## config.mk

```make
export PLATFORM = sky130hd
export DESIGN_NAME = phase_loader_flat
export DESIGN_NICKNAME = d
export VERILOG_FILES = /design/src/rtl/phase_loader_if.sv /design/src/rtl/phase_loader.sv /design/src/flat_wrapper.sv
export SDC_FILE = /design/constraint.sdc
export NUM_CORES = 1
export LEC_CHECK = 0
export ABC_AREA = 1
export BUFFER_PORTS_ARGS = -buffer_cell sky130_fd_sc_hd__buf_2
export CORE_ASPECT_RATIO = 2
export CORE_MARGIN = 2
export CORE_UTILIZATION = 60
export CTS_CLUSTER_SIZE = 28
export DETAILED_ROUTE_END_ITERATION = 12
export PLACE_DENSITY = 0.8
export SLEW_MARGIN = 20
export SYNTH_ARGS = -nofsm -noshare
export SYNTH_HDL_FRONTEND = slang
export SYNTH_SLANG_ARGS = --single-unit
```

## constraint.sdc

```tcl
create_clock -name clk -period 46.4 [get_ports clk]
set_input_delay 4.64 -clock clk [delete_from_list [all_inputs] [get_ports clk]]
set_output_delay 4.64 -clock clk [all_outputs]
set_load 0.05 [all_outputs]
```

## src/rtl/phase_loader_if.sv

```systemverilog
// Host byte-stream link into the phase loader: a plain valid/ready byte channel.
interface phase_loader_if;
  logic [7:0] in_data;
  logic       in_valid;
  logic       in_ready;

  modport master (output in_data, output in_valid, input in_ready);
  modport slave  (input in_data, input in_valid, output in_ready);
endinterface

```

## src/rtl/phase_loader.sv

```systemverilog
// Parses host frames into shadow offset/divide registers and, on COMMIT, copies them to the
// active outputs while holding every divider in reset so all channels restart together.
module phase_loader #(
  parameter int unsigned WIDTH      = 10,
  parameter int unsigned CHANNELS   = 16,
  parameter int unsigned DEF_DIVIDE = 624,
  parameter int unsigned RST_CYCLES = 4,
  parameter int unsigned TIMEOUT    = 50000
) (
  input  logic                      clk,
  input  logic                      rst,
  phase_loader_if.slave             host,
  output logic [CHANNELS*WIDTH-1:0] offsets,
  output logic [WIDTH-1:0]          divide,
  output logic                      div_rst_n,
  output logic                      busy,
  output logic                      err
);

  typedef enum logic [2:0] {StIdle, StHi, StLo, StApply, StPulse} state_e;

  localparam int unsigned CW = (CHANNELS > 1) ? $clog2(CHANNELS) : 1;
  localparam int unsigned TW = $clog2(TIMEOUT + 1);
  localparam int unsigned PW = (RST_CYCLES > 1) ? $clog2(RST_CYCLES) : 1;

  state_e           r_state, w_state_nxt;
  logic [1:0]       r_op;
  logic [5:0]       r_ch;
  logic [7:0]       r_hi;
  logic [WIDTH-1:0] r_shadow_off [CHANNELS];
  logic [WIDTH-1:0] r_shadow_div;
  logic [PW-1:0]    r_cnt;
  logic [TW-1:0]    r_tmo;

  logic             w_accept, w_in_frame, w_timeout, w_ch_ok, w_off_ok, w_div_ok, w_reject;
  logic [15:0]      w_word;
  logic [WIDTH-1:0] w_val, w_max_off;

  assign w_accept   = host.in_valid & host.in_ready;
  assign w_in_frame = (r_state == StHi) || (r_state == StLo);
  assign w_word     = {r_hi, host.in_data};
  assign w_val      = w_word[WIDTH-1:0];
  assign w_ch_ok    = 32'(r_ch) < CHANNELS;
  assign w_off_ok   = w_ch_ok && (w_val <= r_shadow_div);
  assign w_div_ok   = w_val >= w_max_off;
  assign w_timeout  = w_in_frame && !w_accept && (r_tmo == TW'(TIMEOUT - 1));

  // A new divide must still cover every stored offset.
  always_comb begin
    w_max_off = '0;
    for (int unsigned i = 0; i < CHANNELS; i++) begin
      if (r_shadow_off[i] > w_max_off) w_max_off = r_shadow_off[i];
    end
  end

  always_comb begin
    w_reject = w_timeout;
    if (w_accept && r_state == StIdle && host.in_data[7:6] == 2'b11) w_reject = 1'b1;
    if (w_accept && r_state == StLo) begin
      if (r_op == 2'b00 && !w_off_ok) w_reject = 1'b1;
      if (r_op == 2'b01 && !w_div_ok) w_reject = 1'b1;
    end
  end

  always_ff @(posedge clk or negedge rst) begin
    if (!rst) r_state <= StPulse;
    else      r_state <= w_state_nxt;
  end

  always_comb begin
    w_state_nxt = r_state;
    unique case (r_state)
      StIdle: begin
        if (w_accept) begin
          case (host.in_data[7:6])
            2'b00, 2'b01: w_state_nxt = StHi;
            2'b10:        w_state_nxt = StApply;
            default:      w_state_nxt = StIdle;
          endcase
        end
      end
      StHi:    if (w_accept) w_state_nxt = StLo; else if (w_timeout) w_state_nxt = StIdle;
      StLo:    if (w_accept || w_timeout) w_state_nxt = StIdle;
      StApply: w_state_nxt = StPulse;
      StPulse: if (r_cnt == '0) w_state_nxt = StIdle;
      default: w_state_nxt = StIdle;
    endcase
  end

  always_comb begin
    host.in_ready = 1'b0;
    busy          = 1'b0;
    unique case (r_state)
      StIdle, StHi, StLo: host.in_ready = 1'b1;
      StApply, StPulse:   busy = 1'b1;
      default:            ;
    endcase
  end

  always_ff @(posedge clk or negedge rst) begin
    if (!rst) begin
      r_op         <= '0;
      r_ch         <= '0;
      r_hi         <= '0;
      r_shadow_off <= '{default: '0};
      r_shadow_div <= WIDTH'(DEF_DIVIDE);
      r_cnt        <= PW'(RST_CYCLES - 1);
      r_tmo        <= '0;
      offsets      <= '0;
      divide       <= WIDTH'(DEF_DIVIDE);
      div_rst_n    <= 1'b0;
      err          <= 1'b0;
    end else begin
      err <= w_reject;
      if (w_accept || !w_in_frame || w_timeout) r_tmo <= '0;
      else                                      r_tmo <= r_tmo + 1'b1;
      if (w_accept && r_state == StIdle) begin
        r_op <= host.in_data[7:6];
        r_ch <= host.in_data[5:0];
      end
      if (w_accept && r_state == StHi) r_hi <= host.in_data;
      if (w_accept && r_state == StLo) begin
        if (r_op == 2'b00 && w_off_ok) r_shadow_off[r_ch[CW-1:0]] <= w_val;
        if (r_op == 2'b01 && w_div_ok) r_shadow_div <= w_val;
      end
      if (r_state == StApply) begin
        for (int unsigned i = 0; i < CHANNELS; i++) offsets[i*WIDTH +: WIDTH] <= r_shadow_off[i];
        divide    <= r_shadow_div;
        div_rst_n <= 1'b0;
        r_cnt     <= PW'(RST_CYCLES - 1);
      end
      if (r_state == StPulse) begin
        if (r_cnt == '0) div_rst_n <= 1'b1;
        else             r_cnt     <= r_cnt - 1'b1;
      end
    end
  end

endmodule

```

## src/flat_wrapper.sv

```systemverilog
// flat-port wrapper written by rule: the top's interface ports become plain ports
module phase_loader_flat 
#(
  parameter int unsigned WIDTH      = 10,
  parameter int unsigned CHANNELS   = 16,
  parameter int unsigned DEF_DIVIDE = 624,
  parameter int unsigned RST_CYCLES = 4,
  parameter int unsigned TIMEOUT    = 50000
)
  (clk, rst, offsets, divide, div_rst_n, busy, err, host_in_data, host_in_valid, host_in_ready);
  phase_loader_if host_i ();
  input  logic clk;
  input  logic rst;
  output logic [CHANNELS*WIDTH-1:0] offsets;
  output logic [WIDTH-1:0] divide;
  output logic div_rst_n;
  output logic busy;
  output logic err;
  input wire logic [$bits(host_i.in_data)-1:0] host_in_data;
  input wire logic [$bits(host_i.in_valid)-1:0] host_in_valid;
  output wire logic [$bits(host_i.in_ready)-1:0] host_in_ready;
  assign host_i.in_data = host_in_data;
  assign host_i.in_valid = host_in_valid;
  assign host_in_ready = host_i.in_ready;
  phase_loader #(.WIDTH(WIDTH), .CHANNELS(CHANNELS), .DEF_DIVIDE(DEF_DIVIDE), .RST_CYCLES(RST_CYCLES), .TIMEOUT(TIMEOUT)) u_core (.clk(clk), .rst(rst), .host(host_i), .offsets(offsets), .divide(divide), .div_rst_n(div_rst_n), .busy(busy), .err(err));
endmodule
```

==> run_results.csv <==
group,metric,value,unit
synth,syn_area,20600,um2
setup_path,cp.required,46.76,ns
setup_path,critPathSlowestCell,"nand4_1",
synth,ys_async_sr_fraction,100,%
placed_design,gp_congestion,0.959,
setup_path,cpMostUsedCell,"nand2_1",
grt,antenna_found_initial,0,
sta,clock_skew,0.0139,ns
synth,synth_edf_count,0,
grt,grt_pass1_vias,18000,
worst_hold_path,hp-class,"reg2reg",
setup_path,endpoint_kind,"flip-flop",
setup_path,crit_start,"u_core.r_shadow_off[159]",
synth,yosysWarnings,0,
route,drt_iter0_markers,1073,
synth,synth_ff_type,"dfrtp_1",
route,num_vias,17900,
sta,layout_min_cycle_time,27.18,ns
clock_network,cts_root_buf,"clkbuf_16",
finish,drive_above_1_share,14.3,%
placed_design,dpl.cell_count,3126,
sta,final-setup-viol-count,0,
sta,slew_headroom,23.2,%
placed_design,io_buffers,184,
finish,final_nets,2879,
clock_network,cts_setup_buffers,0,
sta,hold_viol,0,
finish,fin_cells,3186,
setup_path,worstPathArrival,27.54,ns
route,drt_wl_total,57.9,mm
clock_network,cts_made_buffers,34,
floorplan,row_count,96,
placed_design,hpwl,42.6,mm
synth,yosysTopAreaCellShare,43.9,%
grt,grt_pass1_wl,92.2,mm
route,wire_per_inst,18.2,um
finish,fillers,2944,
clock_network,cts_tree,"built",
floorplan,die-width,135,um
clock_network,clock_latency,0.53,ns
finish,syn2layout_area_growth,10.7,%
job,cap_violations,0,
setup_path,critPathKind,"reg2reg",
route,drcViolationCount,0,
route,avgViaCountPerCell,5.61,
floorplan,io_pins,185,
clock_network,cts_resized,0,
synth,syn_inst,2609,
grt,grtUsageTotal,32.9,%
floorplan,die_area,36000,um2
worst_hold_path,min_from,"u_core.offsets[46]",
synth,netlist-cell-type-count,42,
floorplan,initial_core_util,60.5,%
synth,ys_ff_latch,373,
floorplan,die_h,266,um
status,outcome,"completed",
route,first_pass_iters,5,
clock_network,clk_path_buf_depth,3,
setup_path,slowest_delay,0.59,ns
setup_path,cp_max_fo,20,
setup_path,start_kind,"flip-flop",
synth,synth_area_leaders,"dfrtp_1 (44%), nand2_1 (16%), ha_1 (8.9%), o21ai_0 (8.8%), inv_1 (4.4%)",
sta,tns,0,ns
synth,syn_area_per_cell,7.91,um2
clock_network,cts.sinks,373,
synth,yosysMostFrequentCell,"nand2_1",
synth,yosysSeqAreaShare,45.3,%
clock_network,cts_htree_levels,2,
route,ant_nets,0,
synth,postSynthNetCount,2766,
finish,diodes,0,
sta,rsz0062_at_grt,"no",
grt,grt_overflow,0,
synth,synthTopCellsByCount,"nand2_1 (902), o21ai_0 (364), dfrtp_1 (362), inv_1 (242), ha_1 (146)",
synth,synth_largest_area_cell,"dfrtp_1",
setup_path,r2r-start,"u_core.r_shadow_off[159]",
sta,final-max-slew-violation-count,0,
floorplan,core_area,34100,um2
sta,clock.fmax,0.0368,GHz
sta,min_period_over_period,58.6,%
clock_network,cts_hold_buf,0,
clock_network,clk_transition_reported_paths,0.07,ns
sta,tightest_slew,1.15,ns
grt,grt_start_max_net_pins,166,
==> cell families (layout without fill, tap and decap cells) <==
logic type	count (synthesis)	after routing	share of synthesized area (%)
fa+ha+maj	146	146	8.85
buf+inv	375	511	7.38
compound gates	450	450	11.6
simple gates	1264	1264	26.9
flops	373	373	45.3
xor+xnor	1	1	0.0424
==> cells in the final DEF (no fill, tap or decap), types with 8 or more instances in the layout <==
cell type and count:
nand2_1 902, o21ai_0 364, dfrtp_1 362, inv_1 241, buf_2 183, ha_1 146, nand3_1 97, nor2_1 69
nand2_2 55, clkbuf_16 37, nand4_1 36, a21oi_1 32, nand3_2 32, o21bai_1 25, nor2_2 23, nor3_1 14
a211oi_1 13, inv_2 12, dfstp_2 11, and2_1 10, nand2_4 8
==> state kept, by name, indices dropped and copies added, names as in the netlist <==
register	count
u_core.div_rst_n	1
u_core.r_cnt	2
u_core.r_state	3
u_core.r_hi	2
u_core.r_op	2
u_core.r_shadow_off	160
u_core.r_shadow_div	10
u_core.divide	10
u_core.r_tmo	16
u_core.offsets	160
u_core.r_ch	6
u_core.err	1
==> routing by layer <==
metal  vias up  global-route usage, %  routed length (um)
met1      8455                   34.1               20300
li1       8613                      -                   -
met4         0                   23.5                4760
met5         -                      0                   0
met2       549                   60.5               30700
met3       258                   3.39                2100
==> critical path: cells and delay by family, from the launching register on <==
family                     cells  cell delay (ns)
AOI/OAI and AO/OA             26             5.54
adders and majority gates     16             5.36
buffers and inverters         14             1.16
DFF                            1             0.36
and+or+nand+nor              106            14.54
==> area by class of cell <==
cell class                      instances  area (um2)  share of cell area [%]
Clock buffer                           49        1040                    4.56
Clock inverter                         10         128                   0.559
Inverter                              261         985                    4.31
Multi-Input combinational cell       1861        9780                    42.8
Sequential cell                       373        9350                    40.9
Tap cell                              441         552                    2.41
Timing Repair Buffer                  191        1020                    4.46
==> per-stage QoR <==
stage | area (um2) | utilization (%) | hold WS, ns | setup WS (ns)
6_report | 22900 | 67.0 | 0.465 | 19.22
5_1_grt | 22900 | 67.0 | 0.487 | 15.98
4_1_cts | 22800 | 66.9 | 0.468 | 19.48
3_5_place_dp | 21700 | 63.5 | 0.453 | 19.48
3_3_place_gp | 21700 | 63.5 | 0.446 | 20.27
2_1_floorplan | 20600 | - | 0.433 | 23.13
==> worst paths after layout <==
path / to / slack [ns] / depth (start not counted)
setup reg to reg: u_core.r_shadow_div[2] / 19.22 / 162
setup / recovery: u_core.r_shadow_div[2] / 19.22 / 162
max in group asynchronous: u_core.r_shadow_div[2] / 40.33 / 3
min in group asynchronous: u_core.offsets[102] / 4.00 / 1
hold / removal: u_core.offsets[46] / 0.47 / 2
hold reg to reg: u_core.offsets[46] / 0.47 / 2
Power is not shown: default switching activity piles up to over one toggle a cycle in this logic, so the estimate is an artifact.
